==> src/rtl/desq_pkg.sv <==
// ----------------------------------------------------------------------------
// desq_pkg
//
// Shared types and width helpers for the deser_queue block.
//
// Contents:
//   des_state_t  - deserializer FSM state (RX accepting bits, WAIT holding a
//                  completed word until the queue takes or drops it)
//   cnt_width    - bit-count width for a WIDTH-bit word, $clog2(WIDTH)
//   ptr_width    - read/write pointer width for a DEPTH-entry queue
//   len_width    - occupancy width, wide enough to hold DEPTH itself
//   div_width    - tick counter width for a 0..DIV-1 counter
//
// All helpers clamp to at least one bit so degenerate parameters still
// elaborate to legal vectors.
// ----------------------------------------------------------------------------
package desq_pkg;

    typedef enum logic [0:0] {
        RX   = 1'b0,
        WAIT = 1'b1
    } des_state_t;

    // The bit count runs 0..WIDTH-1 and clears on the last bit, so it never
    // has to represent WIDTH.
    function automatic int unsigned cnt_width(input int unsigned width);
        return (width > 1) ? $clog2(width) : 1;
    endfunction

    function automatic int unsigned ptr_width(input int unsigned depth);
        return (depth > 1) ? $clog2(depth) : 1;
    endfunction

    // Occupancy must reach DEPTH, hence DEPTH+1 codes.
    function automatic int unsigned len_width(input int unsigned depth);
        return $clog2(depth + 1);
    endfunction

    function automatic int unsigned div_width(input int unsigned div);
        return (div > 1) ? $clog2(div) : 1;
    endfunction

endpackage

==> src/rtl/deser_queue_tick_gen.sv <==
// ----------------------------------------------------------------------------
// tick_gen
//
// Clock-enable generator. A free-running counter steps 0..DIV-1 and the tick
// output is high for exactly one clock1M cycle while the counter sits at
// DIV-1, after which the counter wraps to 0. Used in place of a divided clock
// so the whole block stays in the single clock1M domain.
//
// Parameters:
//   DIV      - clock1M cycles per tick (>= 1)
//
// Ports:
//   clock1M  in   sole clock, rising edge
//   reset    in   synchronous, active-low; clears the counter
//   tick     out  one-cycle enable pulse, once every DIV cycles
// ----------------------------------------------------------------------------
module tick_gen
    import desq_pkg::*;
#(
    parameter int unsigned DIV = 10
) (
    input  logic clock1M,
    input  logic reset,
    output logic tick
);

    localparam int unsigned CntW = div_width(DIV);
    localparam logic [CntW-1:0] CntLast = CntW'(DIV - 1);

    logic [CntW-1:0] cnt_q;

    always_ff @(posedge clock1M) begin
        if (!reset) begin
            cnt_q <= '0;
        end else if (cnt_q == CntLast) begin
            cnt_q <= '0;
        end else begin
            cnt_q <= cnt_q + CntW'(1);
        end
    end

    // Decoded straight from the counter register, so the pulse is glitch-free
    // relative to the clock and exactly one cycle wide.
    assign tick = (cnt_q == CntLast);

endmodule

==> src/rtl/deser_queue.sv <==
// ----------------------------------------------------------------------------
// deser_queue
//
// Single-clock serial-to-parallel receiver feeding a circular word queue.
// Serial bits (MSB first) are sampled on a deserializer tick; a completed
// word is parked as pending and handed to the queue on a later queue tick.
// Both ticks are clock enables derived from clock1M by tick_gen instances.
//
// Parameters:
//   WIDTH    - bits per word (>= 2)
//   DEPTH    - queue entries (>= 2, any value)
//   DIV_DES  - clock1M cycles per deserializer tick
//   DIV_Q    - clock1M cycles per queue tick
//
// Ports:
//   clock1M      in   sole clock, rising edge
//   reset        in   synchronous, active-low
//   data_in      in   serial bit, MSB first
//   write_in     in   qualifies data_in on a deserializer tick
//   dequeue_in   in   pop request, sampled on a queue tick
//   data_out     out  last popped word
//   data_valid   out  one-cycle pulse when data_out is updated
//   status_out   out  1 while the deserializer accepts bits
//   len_out      out  queue occupancy
//   full_out     out  len_out == DEPTH
//   empty_out    out  len_out == 0
//   overflow_out out  sticky dropped-word flag
//
// Build option:
//   DESQ_OVERFLOW_DROP_EN - when defined, a completed word that meets a full
//   queue at its first queue tick is discarded, overflow_out is set until
//   reset, and the receiver immediately resumes. When undefined, the
//   receiver stalls in WAIT until space exists and overflow_out is 0.
// ----------------------------------------------------------------------------
module deser_queue
    import desq_pkg::*;
#(
    parameter int unsigned WIDTH   = 8,
    parameter int unsigned DEPTH   = 8,
    parameter int unsigned DIV_DES = 10,
    parameter int unsigned DIV_Q   = 100
) (
    input  logic                         clock1M,
    input  logic                         reset,
    input  logic                         data_in,
    input  logic                         write_in,
    input  logic                         dequeue_in,
    output logic [WIDTH-1:0]             data_out,
    output logic                         data_valid,
    output logic                         status_out,
    output logic [len_width(DEPTH)-1:0]  len_out,
    output logic                         full_out,
    output logic                         empty_out,
    output logic                         overflow_out
);

    localparam int unsigned CntW = cnt_width(WIDTH);
    localparam int unsigned PtrW = ptr_width(DEPTH);
    localparam int unsigned LenW = len_width(DEPTH);

    localparam logic [CntW-1:0] CntLast = CntW'(WIDTH - 1);
    localparam logic [PtrW-1:0] PtrLast = PtrW'(DEPTH - 1);
    localparam logic [LenW-1:0] LenFull = LenW'(DEPTH);

    // ------------------------------------------------------------------
    // Clock-enable ticks
    // ------------------------------------------------------------------
    logic des_tick;
    logic q_tick;

    tick_gen #(
        .DIV (DIV_DES)
    ) u_des_tick (
        .clock1M (clock1M),
        .reset   (reset),
        .tick    (des_tick)
    );

    tick_gen #(
        .DIV (DIV_Q)
    ) u_q_tick (
        .clock1M (clock1M),
        .reset   (reset),
        .tick    (q_tick)
    );

    // ------------------------------------------------------------------
    // State
    // ------------------------------------------------------------------
    des_state_t      state_q;
    logic [CntW-1:0] bit_cnt_q;
    logic [WIDTH-1:0] shift_q;
    logic [WIDTH-1:0] pending_q;
    logic            status_q;

    logic [WIDTH-1:0] mem_q [DEPTH];
    logic [PtrW-1:0]  rd_ptr_q;
    logic [PtrW-1:0]  wr_ptr_q;
    logic [LenW-1:0]  len_q;
    logic [LenW-1:0]  len_d;
    logic             full_q;
    logic             empty_q;
    logic [WIDTH-1:0] data_out_q;
    logic             data_valid_q;

    logic [WIDTH-1:0] shift_next;
    logic             pending;
    logic             do_deq;
    logic             do_enq;
    logic             do_drop;

    function automatic logic [PtrW-1:0] next_ptr(input logic [PtrW-1:0] ptr);
        return (ptr == PtrLast) ? '0 : ptr + PtrW'(1);
    endfunction

    // ------------------------------------------------------------------
    // Queue action decode
    // ------------------------------------------------------------------
    always_comb begin
        shift_next = {shift_q[WIDTH-2:0], data_in};
        pending    = (state_q == WAIT);
        do_deq     = q_tick && dequeue_in && !empty_q;
        // A full queue still accepts the pending word when the same tick pops
        // the head; an empty queue never bypasses the word straight out.
        do_enq     = q_tick && pending && (!full_q || do_deq);
`ifdef DESQ_OVERFLOW_DROP_EN
        do_drop    = q_tick && pending && full_q && !do_deq;
`else
        do_drop    = 1'b0;
`endif
    end

    always_comb begin
        len_d = len_q;
        unique case ({do_enq, do_deq})
            2'b10:   len_d = len_q + LenW'(1);
            2'b01:   len_d = len_q - LenW'(1);
            default: len_d = len_q;
        endcase
    end

    // ------------------------------------------------------------------
    // Deserializer FSM
    // ------------------------------------------------------------------
    always_ff @(posedge clock1M) begin
        if (!reset) begin
            state_q   <= RX;
            status_q  <= 1'b1;
            bit_cnt_q <= '0;
            shift_q   <= '0;
            pending_q <= '0;
        end else begin
            unique case (state_q)
                RX: begin
                    // A tick with write_in low leaves the partial word intact.
                    if (des_tick && write_in) begin
                        shift_q <= shift_next;
                        if (bit_cnt_q == CntLast) begin
                            pending_q <= shift_next;
                            bit_cnt_q <= '0;
                            state_q   <= WAIT;
                            status_q  <= 1'b0;
                        end else begin
                            bit_cnt_q <= bit_cnt_q + CntW'(1);
                        end
                    end
                end
                WAIT: begin
                    if (do_enq || do_drop) begin
                        state_q  <= RX;
                        status_q <= 1'b1;
                    end
                end
                default: begin
                    state_q  <= RX;
                    status_q <= 1'b1;
                end
            endcase
        end
    end

    // ------------------------------------------------------------------
    // Queue storage; contents need no reset because the pointers do.
    // ------------------------------------------------------------------
    always_ff @(posedge clock1M) begin
        if (do_enq) begin
            mem_q[wr_ptr_q] <= pending_q;
        end
    end

    always_ff @(posedge clock1M) begin
        if (!reset) begin
            rd_ptr_q     <= '0;
            wr_ptr_q     <= '0;
            len_q        <= '0;
            full_q       <= 1'b0;
            empty_q      <= 1'b1;
            data_out_q   <= '0;
            data_valid_q <= 1'b0;
        end else begin
            data_valid_q <= do_deq;
            if (do_deq) begin
                data_out_q <= mem_q[rd_ptr_q];
                rd_ptr_q   <= next_ptr(rd_ptr_q);
            end
            if (do_enq) begin
                wr_ptr_q <= next_ptr(wr_ptr_q);
            end
            // Flags derive from the same next value as len_q so all three
            // registers always agree.
            len_q   <= len_d;
            full_q  <= (len_d == LenFull);
            empty_q <= (len_d == '0);
        end
    end

`ifdef DESQ_OVERFLOW_DROP_EN
    logic overflow_q;

    always_ff @(posedge clock1M) begin
        if (!reset) begin
            overflow_q <= 1'b0;
        end else if (do_drop) begin
            overflow_q <= 1'b1;
        end
    end

    assign overflow_out = overflow_q;
`else
    assign overflow_out = 1'b0;
`endif

    assign data_out   = data_out_q;
    assign data_valid = data_valid_q;
    assign status_out = status_q;
    assign len_out    = len_q;
    assign full_out   = full_q;
    assign empty_out  = empty_q;

endmodule

==> config.mk <==
export PLATFORM = sky130hd
export DESIGN_NAME = deser_queue
export DESIGN_NICKNAME = d
export VERILOG_FILES = /design/src/rtl/desq_pkg.sv /design/src/rtl/deser_queue_tick_gen.sv /design/src/rtl/deser_queue.sv
export SDC_FILE = /design/constraint.sdc
export NUM_CORES = 1
export LEC_CHECK = 0
export ABC_AREA = 1
export BUFFER_PORTS_ARGS = -buffer_cell sky130_fd_sc_hd__buf_2
export CELL_PAD_IN_SITES_DETAIL_PLACEMENT = 2
export CELL_PAD_IN_SITES_GLOBAL_PLACEMENT = 2
export CORE_MARGIN = 1
export CORE_UTILIZATION = 40
export CTS_CLUSTER_SIZE = 25
export DETAILED_ROUTE_END_ITERATION = 8
export GPL_TIMING_DRIVEN = 0
export PLACE_DENSITY_LB_ADDON = 0.1
export SLEW_MARGIN = 0
export SYNTH_ARGS = -nofsm -noshare
export SYNTH_HDL_FRONTEND = slang
export SYNTH_HIERARCHICAL = 1
export SYNTH_SLANG_ARGS = --single-unit
==> constraint.sdc <==
create_clock -name clock1M -period 2.8 [get_ports clock1M]
set_input_delay 0.28 -clock clock1M [delete_from_list [all_inputs] [get_ports clock1M]]
set_output_delay 0.28 -clock clock1M [all_outputs]
set_load 0.1 [all_outputs]
# After elaboration in Yosys (flattened, before gate mapping)
# Memory sizes are Yosys's and may differ from the RTL's. A register that Yosys moved wholly into a read port is not among the register bits.
# Index checks and enable logic that the tools add are counted.
# word_totals
reg_bits,44
mem_bits_rw,64
input_bits,5
out_inout_bits,17
wordCells,63
mem_count,1
# mem_list
memory,depth,width,rd,rd_clocked_by_memory_dff,wr,line_no,text
mem_q,8,8,1,1,1,deser_queue.sv:96,logic [WIDTH-1:0] mem_q [DEPTH];
# classes
n_addsub,7
eq_ne,11
mux,14
bitwise_logic,2
reduce_logical,15
# op_table
operator,count
$add A3 B1 Y3 const B,3
$eq A3 B3 Y1 const B,3
$mux W3,3
$add A4 B1 Y4 const B,2
$eq A4 B4 Y1 const B,2
$mux W1,8
$pmux W4 S2,1
$add A7 B1 Y7 const B,1
$eq A7 B7 Y1 const B,1
$reduce_and A3 Y1,2
$logic_and A1 B1 Y1,5
$logic_not A4 Y1,1
$ne A2 B2 Y1 const B,2
$pmux W1 S2,2
$reduce_or A2 Y1,2
$sub A4 B1 Y4 const B,1
$logic_not A1 Y1,3
$eq A2 B1 Y1 const B,1
$eq A2 B2 Y1 const B,1
$ne A2 B1 Y1 const B,1
$not A1 Y1,2
$reduce_and A2 Y1,1
$logic_or A1 B1 Y1,1

# Longest topological paths before layout
# Gate-level depths: netlist (run 1).
# logic_depth
ltp_word,8
mapped_depth,20
ltp_nobuf,20

# Modules after synthesis
# The synthesis (run 1) kept the hierarchy.
# modules_own_cells
module,n_inst,cells_per_inst,area_each_um2,seq_area_each_um2
deser_queue,1,403,4219.0,2742.6
tick_gen (u_q_tick),1,50,362.8,140.1
tick_gen (u_des_tick),1,21,177.7,80.1

# Worst setup path before layout (run 1)
# No wires, ideal clock.
# synth_path
path_type,register to register
from,register empty_q (netlist: empty_out)
to,register empty_q (netlist: empty_out)
setup_ns,0.109
arrival_time_ns,2.679
required_ns,2.691
slack_ns,0.012
path_stages_with_launch,14
n_path_buf,0
synth_period_minus_slack_ns,2.788
path_cell_list,dfxtp_1 -> nand3b_4 -> clkinv_1 -> ha_1 -> nor2_1 -> nor2_1 -> ha_1 -> inv_1 -> o21ai_0 -> nor2_1 -> nand3_1 -> nand2_1 -> nand2_1 -> inv_1
# synth_via
elab_chain_len,7
word_cells_on_any_way,8
cone_classes,eq/ne (2); mux (1); reduce/logical (5)
# synth_lines
element,line_no,text
"start, declared",deser_queue.sv:102,logic empty_q;
"start signal, assigned",deser_queue.sv:213,empty_q <= (len_d == '0);
$logic_not A1 Y1 *,deser_queue.sv:122,do_deq = q_tick && dequeue_in && !empty_q;
$logic_and A1 B1 Y1 *,deser_queue.sv:122,
named net do_deq,deser_queue.sv:108,logic do_deq;
$logic_or A1 B1 Y1,deser_queue.sv:125,do_enq = q_tick && pending && (!full_q || do_deq);
$logic_and A1 B1 Y1,deser_queue.sv:125,
$eq A2 B1 Y1 / $eq A2 B2 Y1 (equally long branches),deser_queue.sv:135,"unique case ({do_enq, do_deq})"
$pmux W4 S2 *,deser_queue.sv:135,
$logic_not A4 Y1 *,deser_queue.sv:213,
# Mark *: on every way through the listed nets, which the timed path passes. The rest lies on a longest branch.
# A chain may end at the register's enable or synchronous reset.

# Final worst setup path (run 1)
# layout_path
from,register u_q_tick.cnt_q[0]
to,register empty_q (netlist: empty_out)
# layout_via
elab_chain_len,8
word_cells_on_any_way,10
cone_classes,eq/ne (3); mux (1); reduce/logical (6)
# layout_lines
element,line_no,text
"start, declared",deser_queue_tick_gen.sv:30,logic [CntW-1:0] cnt_q;
"start signal, assigned",deser_queue_tick_gen.sv:38,cnt_q <= cnt_q + CntW'(1);
$eq A7 B7 Y1 *,deser_queue_tick_gen.sv:44,assign tick = (cnt_q == CntLast);
named net q_tick,deser_queue.sv:69,logic q_tick;
$logic_and A1 B1 Y1 (2 in series),deser_queue.sv:122,
$logic_or A1 B1 Y1,deser_queue.sv:125,
$logic_and A1 B1 Y1,deser_queue.sv:125,
$eq A2 B1 Y1 / $eq A2 B2 Y1 (equally long branches),deser_queue.sv:135,
$pmux W4 S2 *,deser_queue.sv:135,
$logic_not A4 Y1 *,deser_queue.sv:213,
# Marks and branches as above.

==> impl_metrics.toml, run 1 <==
[run_status]
status = "complete, but fails checks"
violations = "DRC"

[floorplan]
die_w_um = 111.1
core_area_um2 = 11520
dieArea_um2 = 12340
die_h_um = 111.1
rows = 39
ios = 22
start_util = 0.4133

[power]
ir_drop_mv = 0.4296
power_density_nw_per_um2 = 667.6
p_leak_nw = 2.204

[global_routing]
track_usage = 0.2446
antenna_found_initial = 0
grt_pass1_wl_um = 21940
grt-ovfl-total = 0
grt_start_max_net_pins = 17
grt_pass1_vias = 4005

[worst_setup_path]
cp_cell_sequence = "ha_2 > inv_1 > nor2_4 > nand3_4 > inv_4 > nand3b_4 > nand2_4 > nand3_4 > ha_4 > nor2_2 > nor2_2 > ha_1 > a21oi_2 > nand2b_1 > nand3_1 > nand3_2 > nand2_1 > nand2_1 > inv_1"
r2r-start = "u_q_tick/cnt_q[0]"
r2r-end = "empty_out"
max_stage_delay_ps = 350
end_kind = "register"
rrSetupSlack_ps = 190
startpoint_type = "register"
cp.required_ps = 3110
crit_slowest_cell = "dfxtp_2"
arrival_ps = 2920
worstPathMaxFanout = 4
worst-setup-path-type = "register to register"
worstRegToRegCells = 19

[logic_synthesis]
synth_top_area_frac = 0.4038
synthTopCellsByCount = "nor2_1 (100), edfxtp_1 (64), dfxtp_1 (52)"
synthFlopType = "edfxtp_1"
synthCells = 474
ys_ff_latch = 116
synthTopCellsByArea = "edfxtp_1 (40%), dfxtp_1 (22%), nor2_1 (7.9%)"
synth_edf_count = 64
yosysTopAreaCell = "edfxtp_1"
synth_seq_area_share = 0.6225
async_flop_share = 0
synth_cell_types = 35
synth_area_um2 = 4760
avgSynthCellArea_um2 = 10.04
synth_most_common_cell = "nor2_1"
yosysWarnings = 6
syn-num-nets = 492

[detailed_routing]
routedWlPerCell_um = 20.83
drc = 6
drt_iter0_drc = 194
routed_wl_um = 14060
ant_nets = 0
met2WireLength_um = 7577
first_pass_iters = 7
wl_met3_um = 671
num_vias = 3595
via_per_inst = 5.326
wl_met1_um = 5590
topRoutingLayerUsed = "met4"

[layout]
stdcell_count = 675
drive_above_1_share = 0.1917
nNetsFinal = 537
nFillCells = 1219
area_growth_pct = 19.43
regArea_um2 = 2965
multi_input_comb_area_um2 = 1605
post-route-util = 0.4936
antenna_cells = 0

[timing]
finalHoldViolations = 0
whs_ps = 115.1
finalClockSkew_ps = 7.383
rsz0062_at_grt = "no"
finalSetupViolCount = 0
slew_viol_final = 0
worstMarginPinSlew_ps = 968.5
fin_crit_sh = 0.9304
slew_headroom = 0.3519
clock.fmax_mhz = 383.9
finalCriticalPeriod_ps = 2605

[clock_tree]
postCtsHoldBufs = 0
clockBufferDepth = 2
cts.sinks = 116
cts_buffers = 17
clk_latency_ps = 420
cts_tree = "built"
clkTransAtPathRegs_ps = 50
cts.htree.levels = 4
cts_root_buf = "clkbuf_16"

[run]
cap_violations = 0

[worst_hold_path]
hold_path.class = "input port to register"
hold_path_end = "shift_q[0]"
hp-start = "data_in"
hold_depth = 3

[place]
numPortBuffers = 20
gp_congestion = 0.7552
place_inst = 637
dp.final_hpwl_um = 9342
## where the power goes
| part | switching (mW) | internal [mW] | total [mW] |
|---|---|---|---|
| Sequential | 0.00893 | 1.79 | 1.80 |
| Clock | 0.735 | 1.21 | 1.95 |
| Combinational | 0.0366 | 0.0156 | 0.0522 |
| Total | 0.780 | 3.01 | 3.79 |
## flip-flops by register name, indices dropped and copies added, names as in the netlist
signal	flops
u_des_tick/cnt_q	4
data_out	8
wr_ptr_q	3
full_out	1
data_valid	1
status_out	1
bit_cnt_q	3
pending	1
shift_q	7
mem_q	64
u_q_tick/cnt_q	7
rd_ptr_q	3
len_out	4
pending_q	8
empty_out	1
## kinds of logic (layout without fill, tap and decap cells)
logic type,after synthesis,after routing,synth area share
buf+inv,54,112,0.05415
other cells,1,1,0.0007879
compound gates,88,88,0.1002
flops,116,116,0.6225
simple gates,198,198,0.1809
xor+xnor,4,4,0.007360
fa+ha+maj,13,13,0.03418
## worst max-delay path: cells and delay by family (launching register included)
kind            cells  cell delay (ps)
compound gates      1              130
simple gates       12             1230
fa+ha+maj           3              590
buf+inv             3              200
flops               1              350
## layer usage
layer  global-route usage  up-vias
li1                     -     1690
met1               0.2743     1814
met2               0.4373       71
met3              0.06397       20
met4               0.1054        0
met5                    0        -
## placed cells by master (no fill, tap or decap), types with 2 or more instances in the layout
cell,n
nor2_1,96
edfxtp_1,64
dfxtp_1,50
nand2_1,48
inv_1,28
o21ai_0,27
o21ai_1,27
nand3_1,26
buf_2,25
a21oi_1,23
clkbuf_16,17
ha_1,11
buf_4,10
clkbuf_1,9
nor2_2,8
clkinv_2,7
nand2_2,6
o211ai_1,6
clkinv_1,4
xnor2_1,4
buf_6,4
clkbuf_8,4
nand2_4,2
nand3_4,2
nor3_2,2
inv_2,2
inv_4,2
a21oi_2,2
o211ai_2,2
dfxtp_2,2
## through the flow
stage	power (mW)	worst slack (ps)	instance area (um^2)	TNS [ps]
after global placement	1.875	-183.1	5039	-1580
after detailed placement	1.880	-305.1	5039	-5441
after CTS	3.817	13.98	5617	0
after floorplan	1.860	12.01	4760	0
after global routing	3.916	3.251	5684	0
final	3.795	195.0	5684	0
## worst max path at each step
stage | slack [ps] | depth (start not counted) | from | to
after floorplan | 10 | 13 | empty_out | empty_out
after global placement | -180 | 11 | u_q_tick/cnt_q[0] | mem_q[6][1]
after detailed placement | -310 | 11 | u_q_tick/cnt_q[0] | mem_q[6][2]
after CTS | 10 | 19 | u_q_tick/cnt_q[1] | empty_out
after global routing | 3 | 20 | u_q_tick/cnt_q[0] | empty_out
final | 190 | 19 | u_q_tick/cnt_q[0] | empty_out
## area by class of cell
type                            instances  area share
Buffer                                 17     0.02025
Clock buffer                           26     0.08783
Clock inverter                          6    0.005063
Inverter                               37     0.02575
Multi-Input combinational cell        304      0.2824
Sequential cell                       116      0.5217
Tap cell                              143     0.03148
Timing Repair Buffer                   26     0.02553
## timing repair
action,in CTS,in global routing
pin swaps,1,4
buffers inserted,2,4
resized for setup,11,10
setup endpoints to repair,60,34
Power figures use the tool's default switching activity.
==> run 2: changes to the inputs <==
--- a/config.mk
+++ b/config.mk
@@ -9,13 +9,13 @@
 export BUFFER_PORTS_ARGS = -buffer_cell sky130_fd_sc_hd__buf_2
 export CELL_PAD_IN_SITES_DETAIL_PLACEMENT = 2
 export CELL_PAD_IN_SITES_GLOBAL_PLACEMENT = 2
-export CORE_MARGIN = 1
+export CORE_MARGIN = 2
 export CORE_UTILIZATION = 40
 export CTS_CLUSTER_SIZE = 25
 export DETAILED_ROUTE_END_ITERATION = 8
 export GPL_TIMING_DRIVEN = 0
 export PLACE_DENSITY_LB_ADDON = 0.1
-export SLEW_MARGIN = 0
+export SLEW_MARGIN = 20
 export SYNTH_ARGS = -nofsm -noshare
 export SYNTH_HDL_FRONTEND = slang
 export SYNTH_HIERARCHICAL = 1
==> constraint.sdc (replaced) <==
create_clock -name clock1M -period 2.8 [get_ports clock1M]
set_input_delay 0.28 -clock clock1M [delete_from_list [all_inputs] [get_ports clock1M]]
set_output_delay 0.28 -clock clock1M [all_outputs]
set_load 0.05 [all_outputs]
==> run 2 against run 1 <==
Net effect: the run still ends with DRC left; core utilization grew 0.23 points; setup slack got worse by 42 ps; sequential share of layout area is 0.24 points lower; die area increased by 3.6%; combinational power shrank 8.2%; via count is 1.1% lower; first-iteration DRC count shrank 14%; critical path depth fell by 7; power rose by 7.1%.
==> impl_metrics.toml, run 2 (synthesis gave the netlist of run 1 again) <==
[run_status]
status = "complete, but fails checks"
violations = "DRC"

[clock_tree]
cts.sinks = 116
cts_tree = "built"
clockBufferDepth = 2
clkTransAtPathRegs_ps = 50
postCtsHoldBufs = 0
cts_buffers = 17
cts.htree.levels = 4
clk_latency_ps = 420
cts_root_buf = "clkbuf_16"

[detailed_routing]
routedWlPerCell_um = 20.43
routed_wl_um = 13710
ant_nets = 0
num_vias = 3556
first_pass_iters = 6
via_per_inst = 5.300
drt_iter0_drc = 167
drc = 3

[floorplan]
dieArea_um2 = 12790
ios = 22
core_area_um2 = 11520
start_util = 0.4133
die_h_um = 113.1
rows = 39
die_w_um = 113.1

[power]
p_leak_nw = 2.215
power_density_nw_per_um2 = 711.5
ir_drop_mv = 0.4670

[layout]
antenna_cells = 0
layout_commonest_cell = "nor2_1"
nNetsFinal = 533
nFillCells = 1172
regArea_um2 = 2965
multi_input_comb_area_um2 = 1595
post-route-util = 0.4959
final_cell_mix = "nor2_1 (96), edfxtp_1 (64), dfxtp_1 (50), nand2_1 (48), inv_1 (28)"
largest_reg_flops = 64
drive_above_1_share = 0.1856
area_growth_pct = 19.98
largest_register = "mem_q"
stdcell_count = 671

[timing]
rsz0062_at_grt = "yes"
finalCriticalPeriod_ps = 2647
slew_viol_final = 0
worstMarginPinSlew_ps = 837.7
fin_crit_sh = 0.9455
finalHoldViolations = 0
clock.fmax_mhz = 377.7
slew_headroom = 0.4385
finalSetupViolCount = 0
setup-tns-final_ps = 0
finalClockSkew_ps = 6.196

[worst_setup_path]
end_kind = "register"
critical_path.most_common_cell = "nand2_2"
max_stage_delay_ps = 650
cp.required_ps = 2850
arrival_ps = 2690
crit_family = "simple AND/OR/NAND/NOR gates"
crit_buf_inv = 4
worst-setup-path-type = "register to register"
worstPathMaxFanout = 8
cp_cell_sequence = "ha_1 > inv_1 > nor2_4 > nand3_2 > inv_2 > nand3b_4 > nand2_2 > nand3_4 > buf_4 > clkinv_2 > nand2_2 > nor3_2"
crit_slowest_cell = "nor3_2"
startpoint_type = "register"

[place]
dp.final_hpwl_um = 9077
gp_congestion = 0.7429
place_inst = 637
numPortBuffers = 20

[global_routing]
track_usage = 0.2301
grt_start_max_net_pins = 17
grt_pass1_vias = 4002
grt-ovfl-total = 0
antenna_found_initial = 0
grt_pass1_wl_um = 21560

[run]
cap_violations = 0

[worst_hold_path]
hold_path.class = "input port to register"
run 2: changes by cell type in the layout (fill, tap and decap cells not counted), moves of 2 or more:
cell       before  now
buf_4          10    6
bufinv_16       0    4
clkbuf_1        9    5
clkbuf_8        4    0
clkinv_1        4    8
clkinv_2        7    5
nand3_2         1    3
run 2: cell type report:
cell class,count,share of cell area
buffer,17,0.02016
clock buffer,18,0.07515
clock inverter,14,0.02914
inverter,37,0.02542
multi-input combinational,304,0.2794
sequential,116,0.5193
tap,143,0.03133
timing repair buffer,22,0.02016
run 2: layer usage:
layer | GRT usage | part of all wire
met1 | 0.2627 | 0.42
met3 | 0.06642 | 0.028
met5 | 0 | 0
met2 | 0.4072 | 0.53
met4 | 0.08943 | 0.024
run 2: path summary, 6_finish.rpt:
| kind | start | end | slack (ps) | cells past startpoint |
|---|---|---|---|---|
| max | u_q_tick/cnt_q[0] | mem_q[6][3] | 150 | 12 |
| min | data_in | shift_q[0] | 110 | 3 |
| max reg2reg | u_q_tick/cnt_q[0] | mem_q[6][3] | 150 | 12 |
| min reg2reg | u_q_tick/cnt_q[0] | u_q_tick/cnt_q[0] | 440 | 1 |
run 2: worst register-to-register path, cell delays in order (launching register included):
cell,delay (ps)
dfxtp_2,350
ha_1,170
inv_1,70
nor2_4,110
nand3_2,110
inv_2,100
nand3b_4,140
nand2_2,120
nand3_4,90
buf_4,190
clkinv_2,80
nand2_2,100
nor3_2,650
run 2: per-stage QoR:
| step | hold WS, ps | setup WS (ps) | instance area [um^2] | total power, mW |
|---|---|---|---|---|
| after detailed placement | 454.0 | -293.3 | 5044 | 1.877 |
| final | 114.0 | 152.7 | 5710 | 4.063 |
| after global placement | 444.7 | -175.0 | 5039 | 1.872 |
| after floorplan | 414.9 | 276.2 | 4760 | 1.858 |
| after CTS | 99.82 | 28.07 | 5677 | 4.095 |
| after global routing | 140.6 | -54.87 | 5710 | 4.172 |
run 2: power by group:
group          switching [mW]  internal, mW  total [mW]
logic                  0.0334        0.0145      0.0479
registers             0.00848          1.79        1.80
clock network           0.757          1.46        2.22
run 2: repair_timing:
action / 4_1_cts / 5_1_grt
resized for setup: 11 / 7
setup buffers: 0 / 2
endpoints found under the setup margin: 52 / 43
==> run 3: changes to the inputs <==
--- a/config.mk
+++ b/config.mk
@@ -7,10 +7,10 @@
 export LEC_CHECK = 0
 export ABC_AREA = 1
 export BUFFER_PORTS_ARGS = -buffer_cell sky130_fd_sc_hd__buf_2
-export CELL_PAD_IN_SITES_DETAIL_PLACEMENT = 2
-export CELL_PAD_IN_SITES_GLOBAL_PLACEMENT = 2
+export CELL_PAD_IN_SITES_DETAIL_PLACEMENT = 0
+export CELL_PAD_IN_SITES_GLOBAL_PLACEMENT = 1
 export CORE_MARGIN = 2
-export CORE_UTILIZATION = 40
+export CORE_UTILIZATION = 48
 export CTS_CLUSTER_SIZE = 25
 export DETAILED_ROUTE_END_ITERATION = 8
 export GPL_TIMING_DRIVEN = 0
==> run 3 against run 2 <==
Net effect: the flow now finishes without violations; non-clock buffer count rose by 5; register-to-register slack improved by 70 ps; worst hold slack got worse by 88 ps; first-iteration DRC count fell by 21%; flip-flop and latch count did not move; final cell count fell by 0.75%; clock skew rose by 4.5 ps; via count fell by 7.1%; critical endpoint is now empty_out; largest cell class unchanged.
==> impl_metrics.toml, run 3 (synthesis gave the netlist of run 1 again) <==
[run_status]
status = "finished clean"

[timing]
clock.fmax_mhz = 388.7
slew_viol_final = 0
finalHoldViolations = 0
setup-tns-final_ps = 0
finalClockSkew_ps = 10.67
finalSetupViolCount = 0
rsz0062_at_grt = "no"
slew_headroom = 0.4728
fin_crit_sh = 0.9189
worstMarginPinSlew_ps = 787.9
finalCriticalPeriod_ps = 2573
whs_ps = 26.45

[place]
dp.final_hpwl_um = 6735
gp_congestion = 0.7950
placed_area_um2 = 5026
numPortBuffers = 20

[floorplan]
rows = 36
die_h_um = 103.6
ios = 22
die_w_um = 103.6
dieArea_um2 = 10730
core_area_um2 = 9684
start_util = 0.4915

[worst_setup_path]
startpoint_type = "register"
worst-setup-path-type = "register to register"
max_stage_delay_ps = 350
end_kind = "register"
crit_slowest_cell = "dfxtp_1"
worstRegToRegCells = 19
crit_buf_inv = 4
cp_cell_sequence = "ha_1 > inv_1 > nor2_2 > nand3_2 > inv_4 > nand3b_4 > nand2_4 > nand3_4 > ha_4 > nor2_2 > nor2_2 > ha_1 > inv_1 > o21ai_1 > nor2_1 > nand3_1 > nand2_1 > nand2_1 > inv_1"
cp.required_ps = 3210
arrival_ps = 2980
worstPathMaxFanout = 8
crit_cells = 19
crit_family = "simple AND/OR/NAND/NOR gates"

[power]
total_power_mw = 3.969
switching_share = 0.2055
p_leak_nw = 2.236
p_clk_frac = 0.537
p_seq_frac = 0.452
power_switching_mw = 0.8155
power_density_nw_per_um2 = 693.3
internal_power_mw = 3.153
ir_drop_mv = 0.4135
p_comb_frac = 0.011

[layout]
nNetsFinal = 538
antenna_cells = 0
drive_above_1_share = 0.1970
area_growth_pct = 20.27
largest_register = "mem_q"
final_cell_mix = "nor2_1 (97), edfxtp_1 (64), dfxtp_1 (51), nand2_1 (48), inv_1 (28)"
final_cell_area_um2 = 5724
post-route-util = 0.5911
layout_commonest_cell = "nor2_1"
largest_reg_flops = 64

[clock_tree]
cts_tree = "built"
cts_buffers = 17
clk_latency_ps = 510
clockBufferDepth = 2
postCtsHoldBufs = 0
cts_root_buf = "clkbuf_8"
cts.htree.levels = 4
clkTransAtPathRegs_ps = 60
cts.sinks = 116

[detailed_routing]
first_pass_iters = 4
routedWlPerCell_um = 14.63
routed_wl_um = 9741
drt_iter0_drc = 132
drc = 0
via_per_inst = 4.961
num_vias = 3304
ant_nets = 0

[worst_hold_path]
hold_path.class = "input port to register"
hold_depth = 3

[global_routing]
track_usage = 0.1883
grt_pass1_wl_um = 15550
grt-ovfl-total = 0
grt_start_max_net_pins = 17
grt_pass1_vias = 3095
antenna_found_initial = 0

[run]
cap_violations = 0
## run 3: changes by cell type in the layout (fill, tap and decap cells not counted), sizes merged
cell / before / now
bufinv: 4 / 2
clkinv: 13 / 8
buf: 35 / 40
inv: 33 / 39
clkbuf: 22 / 23
## run 3: worst register-to-register path, stage by stage, from the launching register on
cell and delay (ps):
dfxtp_1 350, ha_1 180, inv_1 50, nor2_2 120, nand3_2 150, inv_4 110, nand3b_4 140, nand2_4 110
nand3_4 120, ha_4 210, nor2_2 110, nor2_2 50, ha_1 270, inv_1 40, o21ai_1 140, nor2_1 70
nand3_1 100, nand2_1 60, nand2_1 80, inv_1 30
## run 3: area by class of cell
cell class / instances / area, um^2
fill: 834 / 3960
sequential: 116 / 2964
multi-input combinational: 304 / 1583
clock buffer: 19 / 452.9
tap: 133 / 166.4
timing repair buffer: 27 / 152.6
inverter: 37 / 148.9
clock inverter: 13 / 141.4
buffer: 17 / 115.1
## run 3: what timing repair did
action	CTS	global route
buffers inserted	0	7
pin swaps	0	1
gates resized for setup	4	11
setup endpoints to repair	10	12
## run 3: power groups by stage
stage	clock (mW)	combinational [mW]	sequential [mW]
after detailed placement	0	0.0437	1.83
after global placement	0	0.0426	1.83
after global routing	2.24	0.0504	1.79
after CTS	2.16	0.0438	1.79
final	2.13	0.0429	1.79
after floorplan	0	0.0300	1.83
## run 3: worst paths after layout
path | to | slack (ps) | start
worst max register to register | empty_out | 230 | u_q_tick/cnt_q[1]
worst min register to register | u_q_tick/cnt_q[0] | 440 | u_q_tick/cnt_q[0]
worst min-delay path | shift_q[0] | 30 | data_in
worst max-delay path | empty_out | 230 | u_q_tick/cnt_q[1]
## run 3: routing by layer
layer  vias up  GRT usage  part of all wire
li1       1698          -                 -
met1      1557     0.2351              0.46
met2        35     0.3150              0.51
met3        14    0.04783             0.018
met4         0    0.07432             0.018
met5         -          0                 0
## run 3: stage by stage
step           cells  setup slack (ps)
2_1_floorplan    474             276.2
3_3_place_gp     627            -157.6
3_5_place_dp     627            -173.7
4_1_cts          659             14.79
5_1_grt          666             11.37
6_report         666             227.0
